## src/rtl/led_event_scheduler_pkg.sv

```systemverilog
// -----------------------------------------------------------------------------
// led_event_scheduler_pkg
//
// Shared definitions for the status-LED event scheduler and its helpers:
//   - FSM state encoding (IDLE=0, ON=1, OFF=2, GAP=3)
//   - parameter range limits for source count and phase durations
//   - counter widths
//   - ticks_to_load(): clamps a phase duration into the legal 1..255 range
//     so the phase counter can never be loaded with 0 (which would make
//     the phase last a full 256-tick wrap instead of the requested length).
// -----------------------------------------------------------------------------
package led_event_scheduler_pkg;

    // Parameter range limits
    localparam int SRC_MIN   = 1;
    localparam int SRC_MAX   = 8;
    localparam int TICKS_MIN = 1;
    localparam int TICKS_MAX = 255;

    // Counter / index widths
    localparam int PHASE_W = 8;
    localparam int BLINK_W = 4;
    localparam int IDX_W   = 3;

    // FSM state encoding
    typedef enum logic [1:0] {
        ST_IDLE = 2'd0,
        ST_ON   = 2'd1,
        ST_OFF  = 2'd2,
        ST_GAP  = 2'd3
    } state_t;

    // Clamp a phase duration into the range the phase counter supports.
    function automatic logic [PHASE_W-1:0] ticks_to_load(input int ticks);
        if (ticks < TICKS_MIN) begin
            return PHASE_W'(TICKS_MIN);
        end else if (ticks > TICKS_MAX) begin
            return PHASE_W'(TICKS_MAX);
        end else begin
            return PHASE_W'(ticks);
        end
    endfunction

endpackage

```

## src/rtl/led_prio_pick.sv

```systemverilog
// -----------------------------------------------------------------------------
// led_prio_pick
//
// Combinational lowest-set-bit priority encoder. Bit 0 has the highest
// priority. Reusable by any arbiter that needs "first requester wins".
//
// Parameters:
//   N      number of request lines (1..8)
// Ports:
//   req    input  [N-1:0]  request vector
//   valid  output          at least one request bit is set
//   idx    output [2:0]    index of the lowest set bit (0 when none set)
// -----------------------------------------------------------------------------
module led_prio_pick
    import led_event_scheduler_pkg::*;
#(
    parameter int N = 4
) (
    input  logic [N-1:0]     req,
    output logic             valid,
    output logic [IDX_W-1:0] idx
);

    // Scan from the top down so the last hit (lowest index) is what sticks.
    always_comb begin
        valid = 1'b0;
        idx   = '0;
        for (int i = N - 1; i >= 0; i--) begin
            if (req[i]) begin
                valid = 1'b1;
                idx   = IDX_W'(i);
            end
        end
    end

endmodule

```

## src/rtl/led_event_scheduler.sv

```systemverilog
// -----------------------------------------------------------------------------
// led_event_scheduler
//
// Shares one front-panel status LED among up to eight one-cycle event
// sources. Each event is latched as pending; the lowest-index pending source
// is granted the LED and shown as a blink code (source i blinks i+1 times),
// followed by a dark inter-code gap. Phase timing counts the prescaler tick
// strobe, so only small 8-bit counters are needed.
//
// Parameters:
//   NUM_SRC    number of event sources (1..8)
//   ON_TICKS   ticks the LED is lit per blink (1..255)
//   OFF_TICKS  ticks dark between blinks of one code (1..255)
//   GAP_TICKS  ticks dark after a code completes (1..255)
// Ports:
//   clk          input                system clock
//   reset        input                asynchronous active-high reset
//   tick         input                one-cycle timebase strobe
//   event_pulse  input  [NUM_SRC-1:0] one-cycle request per source (bit 0 highest)
//   led          output               shared LED drive
//   busy         output               high while a code is in progress
//   active_src   output [2:0]         source being served, 0 when idle
//   pending      output [NUM_SRC-1:0] latched, not-yet-served requests
//   done         output               one-cycle pulse when a code's gap ends
// -----------------------------------------------------------------------------
module led_event_scheduler
    import led_event_scheduler_pkg::*;
#(
    parameter int NUM_SRC   = 4,
    parameter int ON_TICKS  = 2,
    parameter int OFF_TICKS = 1,
    parameter int GAP_TICKS = 3
) (
    input  logic               clk,
    input  logic               reset,
    input  logic               tick,
    input  logic [NUM_SRC-1:0] event_pulse,
    output logic               led,
    output logic               busy,
    output logic [2:0]         active_src,
    output logic [NUM_SRC-1:0] pending,
    output logic               done
);

    localparam logic [PHASE_W-1:0] ON_LOAD  = ticks_to_load(ON_TICKS);
    localparam logic [PHASE_W-1:0] OFF_LOAD = ticks_to_load(OFF_TICKS);
    localparam logic [PHASE_W-1:0] GAP_LOAD = ticks_to_load(GAP_TICKS);

    // -------------------------------------------------------------------------
    // State and output registers
    // -------------------------------------------------------------------------
    state_t             state_reg,   state_next;
    logic [PHASE_W-1:0] phase_reg,   phase_next;
    logic [BLINK_W-1:0] blink_reg,   blink_next;
    logic               led_reg,     led_next;
    logic               busy_reg,    busy_next;
    logic [IDX_W-1:0]   src_reg,     src_next;
    logic               done_reg,    done_next;
    logic [NUM_SRC-1:0] pending_reg, pending_next;

    // -------------------------------------------------------------------------
    // Arbitration on the registered pending vector
    // -------------------------------------------------------------------------
    logic               grant_valid;
    logic [IDX_W-1:0]   grant_idx;
    logic               grant;
    logic [NUM_SRC-1:0] clear_mask;

    led_prio_pick #(
        .N (NUM_SRC)
    ) u_pick (
        .req   (pending_reg),
        .valid (grant_valid),
        .idx   (grant_idx)
    );

    // A grant can only happen from IDLE; no preemption of a running code.
    assign grant = (state_reg == ST_IDLE) && grant_valid;

    // One-hot clear for the source being granted this cycle.
    generate
        for (genvar gi = 0; gi < NUM_SRC; gi++) begin : g_clear
            assign clear_mask[gi] = grant && (grant_idx == IDX_W'(gi));
        end
    endgenerate

    // Set after clear: a fresh event from the granted source (or any source)
    // in the grant cycle keeps its bit pending. Repeat events simply merge.
    always_comb begin
        pending_next = (pending_reg & ~clear_mask) | event_pulse;
    end

    // -------------------------------------------------------------------------
    // Blink-code FSM next-state / registered-output logic
    // -------------------------------------------------------------------------
    logic               phase_last;
    logic [BLINK_W-1:0] blink_dec;

    // The tick that takes the counter from 1 to 0 ends the phase. Treating 0
    // as "last" too keeps a stray zero from turning into a 256-tick phase.
    assign phase_last = (phase_reg <= PHASE_W'(1));

    always_comb begin
        state_next = state_reg;
        phase_next = phase_reg;
        blink_next = blink_reg;
        led_next   = led_reg;
        busy_next  = busy_reg;
        src_next   = src_reg;
        done_next  = 1'b0;
        blink_dec  = blink_reg - BLINK_W'(1);

        case (state_reg)
            ST_IDLE: begin
                // Ticks here are ignored, so a tick in the grant cycle is
                // never charged to the ON phase being loaded.
                if (grant_valid) begin
                    state_next = ST_ON;
                    led_next   = 1'b1;
                    busy_next  = 1'b1;
                    phase_next = ON_LOAD;
                    blink_next = {1'b0, grant_idx} + BLINK_W'(1);
                    src_next   = grant_idx;
                end
            end

            ST_ON: begin
                if (tick) begin
                    if (phase_last) begin
                        blink_next = blink_dec;
                        led_next   = 1'b0;
                        if (blink_dec != '0) begin
                            state_next = ST_OFF;
                            phase_next = OFF_LOAD;
                        end else begin
                            state_next = ST_GAP;
                            phase_next = GAP_LOAD;
                        end
                    end else begin
                        phase_next = phase_reg - PHASE_W'(1);
                    end
                end
            end

            ST_OFF: begin
                if (tick) begin
                    if (phase_last) begin
                        state_next = ST_ON;
                        led_next   = 1'b1;
                        phase_next = ON_LOAD;
                    end else begin
                        phase_next = phase_reg - PHASE_W'(1);
                    end
                end
            end

            ST_GAP: begin
                if (tick) begin
                    if (phase_last) begin
                        state_next = ST_IDLE;
                        phase_next = '0;
                        busy_next  = 1'b0;
                        src_next   = '0;
                        done_next  = 1'b1;
                    end else begin
                        phase_next = phase_reg - PHASE_W'(1);
                    end
                end
            end

            default: begin
                state_next = ST_IDLE;
                phase_next = '0;
                blink_next = '0;
                led_next   = 1'b0;
                busy_next  = 1'b0;
                src_next   = '0;
            end
        endcase
    end

    // -------------------------------------------------------------------------
    // Registers. Reset aborts any code in flight and drops all requests.
    // -------------------------------------------------------------------------
    always_ff @(posedge clk or posedge reset) begin
        if (reset) begin
            state_reg   <= ST_IDLE;
            phase_reg   <= '0;
            blink_reg   <= '0;
            led_reg     <= 1'b0;
            busy_reg    <= 1'b0;
            src_reg     <= '0;
            done_reg    <= 1'b0;
            pending_reg <= '0;
        end else begin
            state_reg   <= state_next;
            phase_reg   <= phase_next;
            blink_reg   <= blink_next;
            led_reg     <= led_next;
            busy_reg    <= busy_next;
            src_reg     <= src_next;
            done_reg    <= done_next;
            pending_reg <= pending_next;
        end
    end

    assign led        = led_reg;
    assign busy       = busy_reg;
    assign active_src = src_reg;
    assign pending    = pending_reg;
    assign done       = done_reg;

endmodule

```

## config.mk

```make
export PLATFORM = sky130hd
export DESIGN_NAME = led_event_scheduler
export DESIGN_NICKNAME = d
export VERILOG_FILES = /design/src/rtl/led_event_scheduler_pkg.sv /design/src/rtl/led_prio_pick.sv /design/src/rtl/led_event_scheduler.sv
export SDC_FILE = /design/constraint.sdc
export NUM_CORES = 1
export LEC_CHECK = 0
export ABC_AREA = 1
export CAP_MARGIN = 15
export CORE_AREA = 4 4 70 85
export CTS_BUF_LIST = sky130_fd_sc_hd__clkbuf_16
export DETAILED_ROUTE_END_ITERATION = 8
export DIE_AREA = 0 0 74 89
export DONT_BUFFER_PORTS = 1
export HOLD_SLACK_MARGIN = 0.03
export PLACE_DENSITY = 0.52
export SLEW_MARGIN = 20
export SYNTH_ARGS = -nofsm -noshare
export SYNTH_HDL_FRONTEND = slang
export SYNTH_HIERARCHICAL = 1
export SYNTH_SLANG_ARGS = --single-unit
```

## constraint.sdc

```tcl
create_clock -name clk -period 1.4 [get_ports clk]
set_input_delay 0 -clock clk [delete_from_list [all_inputs] [get_ports clk]]
set_output_delay 0 -clock clk [all_outputs]
set_load 0.1 [all_outputs]
```

==> impl_metrics.yaml <==
logic_synthesis:
  synth_top_family_by_area: "simple AND/OR/NAND/NOR gates"
  netlist_area_um2: 1430
  ys.warnings.count: 6
  synth_seq_cells: 24
  synth_compound_area_frac: 0.115
  yosys.area_share.adder: 0.0785
  synth-xor-area-share: 0.0183
  async_reset_ff_frac: 1.00
  yosys.area_share.simple: 0.270
  ys_top_cells_by_area: "dfrtp_1 (42%), nand2_1 (11%), inv_1 (8.4%), ha_1 (7.9%), nor2_1 (6.3%)"
  avgSynthCellArea_um2: 7.59
  netlist.top_cell.by_area: "dfrtp_1"
  syn_inst: 189
  ys.flop_type: "dfrtp_1"
  syn_nets: 205
  ys_types: 21
  synthMuxAreaShare: 0
  synth-edff-count: 0
  ys_seq_area_frac: 0.419
  synth_top_area_frac: 0.419
grt:
  grt.total_usage: 0.111
  overflow: 0
  grt_max_degree: 14
  grt_pass1_wl_um: 5770
  antenna_found_initial: 0
  grt_pass1_vias: 1369
critical_path:
  slowest_stage: "dfrtp_4"
  crit_top_cell: "o21ai_1"
  cp-start-kind: "flip-flop"
  cp_slowest_stage_delay_ns: 0.50
  worst-path-buf-inv: 2
  worstPathMaxFanout: 4
  cp_top_family: "flip-flops"
  path_cells: "nor2_4 -> nand2_2 -> nand2_4 -> buf_6 -> o21ai_2 -> o21ai_1 -> buf_4 -> nand2_1 -> o21ai_1"
  required_ns: 1.59
  critPathCaptureType: "flip-flop"
  critPathKind: "flip-flop to flip-flop"
  arrival_ns: 1.67
drt:
  vias_per_cell: 4.39
  ant_nets: 0
  num_vias: 1340
  drcViolationCount: 0
  drt_iter0_markers: 45
  drt-total-wl_um: 3500
  firstDrtPassIters: 4
  wire_per_inst_um: 11.5
sta:
  rsz0062_at_grt: "true"
  setup_viol: 8
  slew_violations: 0
  finalHoldViolCount: 0
  finalClockSkew_ns: 0.00455
  setup_ws_ns: -0.0858
  max_freq_mhz: 673
  min_period_over_period: 1.06
  fin_crit_ns: 1.49
clocking:
  clockBufferDepth: 2
  cts_tree: "built"
  numCtsBuffers: 3
  htreeDepth: 1
  clk_pin_slew_ns: 0.06
  clock_latency_ns: 0.26
  root_buffer: "clkbuf_16"
  clkSinkCount: 24
outcome:
  outcome: "complete, but fails checks"
  violations: "negative setup slack"
power:
  leakagePower_nw: 1.05
  vdd_drop_max_uv: 869
  cellPowerDensity_nw_per_um2: 2320
layout:
  fillers: 504
  largest_reg_flops: 8
  drive_gt1_frac: 0.449
  layout_common_cells: "buf_4 (38), nand2_1 (28), inv_1 (24), dfrtp_1 (20), nor2_1 (16)"
  antennaDiodeCount: 0
  fin_nets: 260
  final_util: 0.437
  layout_commonest_cell: "buf_4"
  finalNonFillerCells: 305
  area_growth_pct: 58.0
floorplanning:
  die_width_um: 74
  io_pins: 17
  core.rowCount: 29
  core_area_um2: 5190
  initial_utilization: 0.276
  fp.dieH_um: 89
  die_area_um2: 6590
placed_design:
  portBuffers: 0
  dp_hpwl_um: 2620
  gp_congestion: 0.795
  dp.cells: 290
flow_run:
  cap_violations: 0
min_path:
  hold_path_class: "input port to async pin"
[synthesized netlist by cell type (2+ instances only)]
cell,n
a21o_1,4
a21oi_1,5
a21oi_2,2
dfrtp_1,24
ha_1,9
inv_1,32
nand2_1,43
nand3_1,16
nor2_1,24
nor3_1,2
o21ai_0,15
o21ai_2,2
xor2_1,3
[per-layer routing]
layer / track usage / share of wire
met1: 0.122 / 0.41
met2: 0.215 / 0.55
met3: 0.0135 / 0.023
met4: 0.0395 / 0.016
met5: 0 / 0
[repair_timing]
item | 4_1_cts | 5_1_grt
buffers inserted | 3 | 2
pin swaps | 15 | 14
endpoints found under the hold margin | 15 | 0
setup endpoints to repair | 21 | 24
cloned | 0 | 1
hold buffers | 5 | 0
resized for setup | 26 | 37
[layout make-up]
cell class                 count  area, um2  area share
inverter                      32        130      0.0574
multi-input combinational    132        938       0.414
clock inverter                 1       3.75     0.00166
clock buffer                   3       75.1      0.0331
sequential                    24        616       0.272
tap                           62       77.6      0.0342
timing repair buffer          51        425       0.188
[worst register-to-register path, cell delays in order (launching register included)]
cell     delay (ns)
dfrtp_4        0.50
nor2_4         0.16
nand2_2        0.09
nand2_4        0.11
buf_6          0.12
o21ai_2        0.06
o21ai_1        0.13
buf_4          0.15
nand2_1        0.04
o21ai_1        0.06
[where the power goes]
group | switching [mW] | internal (mW)
registers | 0.197 | 0.935
clock network | 0.245 | 0.382
logic | 2.06 | 1.43
[final timing paths]
check	start	to	slack (ns)	cells past startpoint
min	reset	done	0.18	2
min in group clk	tick	busy	0.26	5
max reg2reg	pending[3]	blink_reg[2]	-0.09	9
min reg2reg	busy	busy	0.48	2
max in group asynchronous	reset	state_reg[1]	0.66	3
max	pending[3]	blink_reg[2]	-0.09	9
[cells by family after synthesis]
| group | count (synthesis) |
|---|---|
| AND/OR/NAND/NOR | 90 |
| adder cells (fa/ha/maj) | 9 |
| flip-flops | 24 |
| buffers and inverters | 34 |
| other | 1 |
| AO/OA/AOI/OAI | 28 |
| XOR/XNOR | 3 |
[through the flow]
step	power, mW	hold WS [ns]	cell area [um2]	TNS, ns	worst slack [ns]
after detailed placement	3.94	-0.0744	1890	-1.06	-0.122
final	5.25	0.185	2270	-0.351	-0.0858
after floorplan	2.95	0.0147	1520	-1.77	-0.201
after CTS	4.82	0.201	2120	-0.317	-0.0549
after global routing	5.67	0.227	2270	-1.49	-0.153
after global placement	3.92	-0.0747	1890	-0.948	-0.0984
(Power assumes the default switching activity.)
